File: src/rtl/led_sequence_monitor.sv
// led_sequence_monitor: checks the 0-2-3-5-0 LED count protocol on z, counts completed sequences, flags violations.
// Define LEDMON_RESYNC_EN to let the tracker leave ERR on a z=0 sample; otherwise ERR holds until reset.
module led_sequence_monitor #(
    parameter int CNT_W = 8
) (
    input  logic             clock,
    input  logic             reset_,
    input  logic [2:0]       z,
    output logic             x_rec,
    output logic             done,
    output logic [CNT_W-1:0] seq_cnt,
    output logic             err,
    output logic [2:0]       state
);
    typedef enum logic [2:0] {
        IDLE = 3'b000,
        ST2  = 3'b001,
        ST3  = 3'b011,
        ST5  = 3'b010,
        ERR  = 3'b100
    } state_t;

    state_t cur, nxt;

    always_comb begin
        nxt = ERR;
        case (cur)
            IDLE:    nxt = (z == 3'd0) ? IDLE : (z == 3'd2) ? ST2 : ERR;
            ST2:     nxt = (z == 3'd0) ? IDLE : (z == 3'd3) ? ST3 : ERR;
            ST3:     nxt = (z == 3'd0) ? IDLE : (z == 3'd5) ? ST5 : ERR;
            ST5:     nxt = (z == 3'd0) ? IDLE : ERR;
`ifdef LEDMON_RESYNC_EN
            ERR:     nxt = (z == 3'd0) ? IDLE : ERR;
`else
            ERR:     nxt = ERR;
`endif
            default: nxt = ERR;
        endcase
    end

    // ST5 is only reachable from ST3, so entering it marks exactly one completion
    always_ff @(posedge clock or posedge reset_) begin
        if (reset_) begin
            cur     <= IDLE;
            x_rec   <= 1'b0;
            done    <= 1'b0;
            seq_cnt <= '0;
            err     <= 1'b0;
        end else begin
            cur     <= nxt;
            x_rec   <= (nxt == ST2) || (nxt == ST3) || (nxt == ST5);
            done    <= (nxt == ST5);
            seq_cnt <= ((nxt == ST5) && (seq_cnt != {CNT_W{1'b1}})) ? seq_cnt + 1'b1 : seq_cnt;
            err     <= err | (nxt == ERR);
        end
    end

    assign state = cur;
endmodule

File: config.mk
export PLATFORM = sky130hd
export DESIGN_NAME = led_sequence_monitor
export DESIGN_NICKNAME = d
export VERILOG_FILES = /design/src/rtl/led_sequence_monitor.sv
export SDC_FILE = /design/constraint.sdc
export NUM_CORES = 1
export LEC_CHECK = 0
export CAP_MARGIN = 20
export CORE_UTILIZATION = 49
export CTS_BUF_LIST = sky130_fd_sc_hd__clkbuf_16
export CTS_CLUSTER_DIAMETER = 40
export DETAILED_ROUTE_END_ITERATION = 16
export PLACE_DENSITY = 0.89
export RECOVER_POWER = 50
export SLEW_MARGIN = 30
export SYNTH_ARGS = -nofsm -noshare
export SYNTH_HDL_FRONTEND = slang
export SYNTH_SLANG_ARGS = --single-unit
File: constraint.sdc
create_clock -name clock -period 2.9 [get_ports clock]
set_input_delay 0.58 -clock clock [delete_from_list [all_inputs] [get_ports clock]]
set_output_delay 0.58 -clock clock [all_outputs]
set_load 0.02 [all_outputs]
==> reports/qor.csv, run 1 <==
metric,value,unit
cts.sinks,14,
power_density,467,nW/um^2
grtUsageMet2,0.391,
drt_iter0_markers,16,
holdPathStages,2,
grt_pass1_vias,507,
seqPwrFrac,0.427,
finClkSkew,0.00252,ns
die-area,1610,um^2
drc,0,
htree_num_levels,1,
dr.pass1.iters,5,
path_cells,dlygate4sd3_1 > nand3b_1 > nor4_1 > mux2_1,
r2r-end,seq_cnt[6],
die_x,40.2,um
grt_util_met3,0.0500,
n_fill_cell,102,
synth-main-ff-cell,dfrtp_1,
start_util,0.535,
hpwlAfterDp,1100,um
dr_total_vias,608,
grt_overflow,0,
finalCriticalPeriod,2.09,ns
crit_path_top_delay_cell,dlygate4sd3_1,
critPathLaunchType,primary input,
grt_max_degree,15,
syn_area_per_cell,10.8,um^2
finalSetupTns,0,ns
layout_commonest_cell,dfrtp_1,
switching_share,0.169,
cts-resized-gates,0,
setup_viol,0,
grt_usage,0.234,
critPathArrivalTime,2.21,ns
synthesis.nets,72,
pre_cts_ws,0.699,ns
p_int,382,uW
hold_class,reg2reg,
synth-edff-count,0,
clock.fmax,479,MHz
multiInputGateArea,344,um^2
worstMarginPinSlew,0.498,ns
endpoint_kind,register,
nNetsFinal,95,
synth-seq-area-share,0.491,
relSlewSlack,0.659,
yosys_warnings,0,
netlist_area,713,um^2
cp_slowest_stage_delay,0.60,ns
row_count,13,
top_usage_layer,met2,
maxSlewViolCount,0,
avgViaCountPerCell,5.96,
post_cts_buffers,0,
p_leak,0.433,nW
ff_latch_area,350,um^2
clock-root-buffer,clkbuf_16,
port_buffers,18,
hold_end,err,
clock_path_buffers,2,
status,completed,
io_pins,19,
cts-buffers-inserted,3,
rsz0062_at_grt,no,
postSynth.asyncResetShare,1.00,
detail_route.wl_per_cell,15.1,um
drive_above_1_share,0.0575,
grt_antenna_before_repair,0,
hold_start,err,
coreArea,1330,um^2
rrSetupSlack,1.22,ns
syn_inst,66,
setup_ws,0.811,ns
hold_viol_final,0,
critPathMaxFanout,6,
clkPwrFrac,0.542,
required,3.02,ns
area_growth,37.9,%
diodes,0,
place.gp.congestion,0.739,
period_share,0.720,
p_total,459,uW
path_class,in2reg,
final_core_util,0.737,
r2r_start,seq_cnt[0],
final_antenna_net_count,0,
ctsHoldBuffers,0,
cts_tree,built,
clk_latency,0.24,ns
comb_power_share,0.031,
wirelength,1540,um
worst_r2r_path_depth,4,
use_met1,0.277,
cap_viol_max_count,0,
grt_pass1_wl,2310,um
synth_cell_types,31,
final_cell_mix,"dfrtp_1 (14), clkdlybuf4s50_1 (13), a21oi_1 (5), dlygate4sd3_1 (5)",
cp-startpoint,z[1],
die_y,40.2,um
path_clk_slew,0.04,ns
ys_ff_latch,14,
ir_drop,0.366,mV
p_switching,77.7,uW
==> synth_stat cells, drive strengths merged, types with 2 or more instances <==
cell	number	area, um^2
a21oi	5	28.8
and3b	2	17.5
dfrtp	14	350
inv	4	15.0
mux2	4	45.0
mux2i	2	20.0
nand2	4	15.0
nand2b	2	12.5
nand3	3	15.0
nand4	2	12.5
nor3	4	20.0
nor4	3	25.0
==> cell families after synthesis <==
family	after synthesis	share of synthesized area
xor gates and xnor gates	1	0.0123
adders and majority gates	1	0.0175
and+or+nand+nor	29	0.265
muxes	6	0.0912
DFF	14	0.491
buffers and inverters	4	0.0210
AOI/OAI and AO/OA	11	0.102
==> how the worst max path moves through the flow <==
stage                             to  slack, ns
final                     seq_cnt[6]       0.81
after global routing      seq_cnt[4]       0.72
after CTS                 seq_cnt[6]       0.90
after detailed placement  seq_cnt[6]       0.70
after global placement    seq_cnt[6]       0.73
after floorplan           seq_cnt[4]       1.36
==> state kept, by name, summed over array words and instances, names as in the netlist <==
register	count
seq_cnt	8
x_rec	1
state	3
done	1
err	1
==> metrics by stage <==
step / cells / hold slack, ns / area [um^2]
global route: 102 / 0.544 / 983
global placement: 99 / 0.472 / 912
finish: 102 / 0.490 / 983
floorplan: 66 / 0.469 / 713
detailed placement: 99 / 0.474 / 912
CTS: 102 / 0.488 / 987
==> power by group through the flow <==
stage          Clock, mW  Combinational, mW  Sequential (mW)
6_report           0.249             0.0142            0.196
3_5_place_dp           0             0.0155            0.199
2_1_floorplan          0            0.00616            0.199
4_1_cts            0.251             0.0156            0.196
5_1_grt            0.260             0.0161            0.196
3_3_place_gp           0             0.0147            0.199
==> worst max-delay path: cells and delay by family <==
kind,cells,cell delay (ns)
buffers and inverters,1,0.60
and+or+nand+nor,2,0.66
muxes,1,0.36
==> routing by layer <==
metal	wire (um)	vias up
met5	0	-
met4	14	0
met3	72	4
met2	782	27
met1	667	286
li1	-	291
==> area by class of cell <==
| type | count | share of cell area |
|---|---|---|
| well taps | 15 | 0.0191 |
| multi-input cells | 48 | 0.350 |
| repair buffers | 18 | 0.183 |
| flip-flops and latches | 14 | 0.356 |
| clock buffers | 3 | 0.0763 |
| inverters | 4 | 0.0153 |
Note: power is estimated with default switching activity, not from simulation.
==> run 2, diff against run 1 <==
- CORE_UTILIZATION: 49 -> 46
- PLACE_DENSITY: 0.89 -> 0.84
- clock period: 2.9 -> 2 ns (I/O delays scaled with it)
==> reports/qor.csv, run 2 (synthesized netlist as in run 1, its figures left out) <==
metric,value,unit,change
status,completed,,
p_leak,0.439,nW,+1.4%
hold_class,reg2reg,,
setup_viol,0,,unchanged
row_count,13,,unchanged
place.gp.congestion,0.811,,+9.7%
critPathMaxFanout,6,,unchanged
drc,0,,unchanged
final_antenna_net_count,0,,unchanged
pre_cts_ws,0.0356,ns,-0.664 ns
die-area,1710,um^2,+6.2%
crit_buf_inv,1,,unchanged
clock.fmax,542,MHz,
grt_overflow,0,,unchanged
layout_commonest_cell,dfrtp_1,,
worstMarginPinSlew,0.554,ns,+0.0557 ns
dr_total_vias,627,,+3.1%
drt_iter0_markers,13,,-3
wirelength,1810,um,+18%
final_cell_mix,"dfrtp_1 (14), clkdlybuf4s50_1 (12), dlygate4sd3_1 (6), a21oi_1 (5)",,
coreArea,1370,um^2,+2.4%
io_pins,19,,unchanged
rsz0062_at_grt,no,,
ir_drop,0.524,mV,+43%
die_y,41.4,um,+3.1%
htree_num_levels,1,,unchanged
final_area,998,um^2,+1.5%
dr.pass1.iters,5,,unchanged
top_register,seq_cnt,,
cts.sinks,14,,unchanged
start_util,0.522,,-0.0127
clock-root-buffer,clkbuf_16,,
relSlewSlack,0.630,,-0.0289
crit_family,buffers and inverters,,
fin_cells,104,,+2.0%
grt_antenna_before_repair,0,,unchanged
detail_route.wl_per_cell,17.4,um,+16%
path_class,in2reg,,
grt_pass1_wl,2550,um,+10%
final_core_util,0.731,,-0.00657
cts-buffers-inserted,3,,unchanged
diodes,0,,unchanged
path_cells,dlygate4sd3_1 > nand3b_1 > nor4_1 > mux2_1,,
grt_pass1_vias,558,,+10%
cap_viol_max_count,0,,unchanged
ctsHoldBuffers,0,,unchanged
die_x,41.4,um,+3.1%
port_buffers,18,,unchanged
grt_max_degree,15,,unchanged
area_growth,40.0,%,
avgViaCountPerCell,6.03,,+1.1%
finalCriticalPeriod,1.85,ns,
cts_tree,built,,
largest_reg_flops,8,,unchanged
crit_path_top_delay_cell,dlygate4sd3_1,,
grt_usage,0.248,,+0.0136
hpwlAfterDp,1140,um,+3.9%
path_clk_slew,0.04,ns,about the same
drive_above_1_share,0.0787,,+0.0212
hold_viol_final,0,,unchanged
clock_path_buffers,2,,unchanged
endpoint_kind,register,,
critPathArrivalTime,1.97,ns,-0.24 ns
required,2.12,ns,-0.90 ns
cp_slowest_stage_delay,0.65,ns,+0.05 ns
placed_area,927,um^2,+1.6%
post_cts_buffers,0,,unchanged
finalSetupTns,0,ns,unchanged
dp.cells,101,,+2.0%
fin_hold_ws,0.480,ns,-0.0109 ns
power_density,678,nW/um^2,+45%
finClkSkew,0.00162,ns,-0.000898 ns
clk_latency,0.24,ns,about the same
critPathLaunchType,primary input,,
setup_ws,0.155,ns,-0.656 ns
p_total,677,uW,+47%
maxSlewViolCount,0,,unchanged
cts-resized-gates,0,,unchanged
nNetsFinal,97,,+2.1%
period_share,0.923,,
[run 2: changes by cell type in the layout (fill, tap and decap cells not counted), sizes merged]
cell	delta
clkdlybuf4s50	-1
dlygate4sd3	+1
buf	+2
[run 2: worst paths after layout]
| path | from | to | slack (ns) | depth (start not counted) |
|---|---|---|---|---|
| worst max-delay path | z[2] | seq_cnt[6] | 0.15 | 4 |
| max in group asynchronous | reset_ | done | 0.99 | 2 |
| min in group asynchronous | reset_ | seq_cnt[6] | 0.64 | 2 |
| worst min-delay path | err | err | 0.48 | 2 |
| worst max register to register | seq_cnt[0] | seq_cnt[6] | 0.27 | 4 |
| worst min register to register | err | err | 0.48 | 2 |
[run 2: cell type report]
cell class	count	area (um^2)
Inverter	4	15.0
Multi-Input combinational cell	48	344
Tap cell	15	18.8
Fill cell	99	368
Clock buffer	3	75.1
Sequential cell	14	350
Timing Repair Buffer	20	195
[run 2: power by group]
part	switching, mW	internal, mW
sequential	0.0000000539	0.284
combinational	0.0130	0.0100
clock	0.109	0.261
[run 2: per-layer routing]
metal / vias to the layer above / part of all wire / global-route usage
met2: 30 / 0.48 / 0.398
met5: - / 0 / 0
li1: 297 / - / -
met4: 0 / 0.031 / 0.137
met1: 291 / 0.44 / 0.298
met3: 9 / 0.051 / 0.0691
[run 2: worst reg2reg max path, stage by stage, from the launching register on]
cell,delay [ns]
dfrtp_1,0.41
ha_1,0.30
nand4b_1,0.21
nor4_1,0.32
mux2_1,0.37
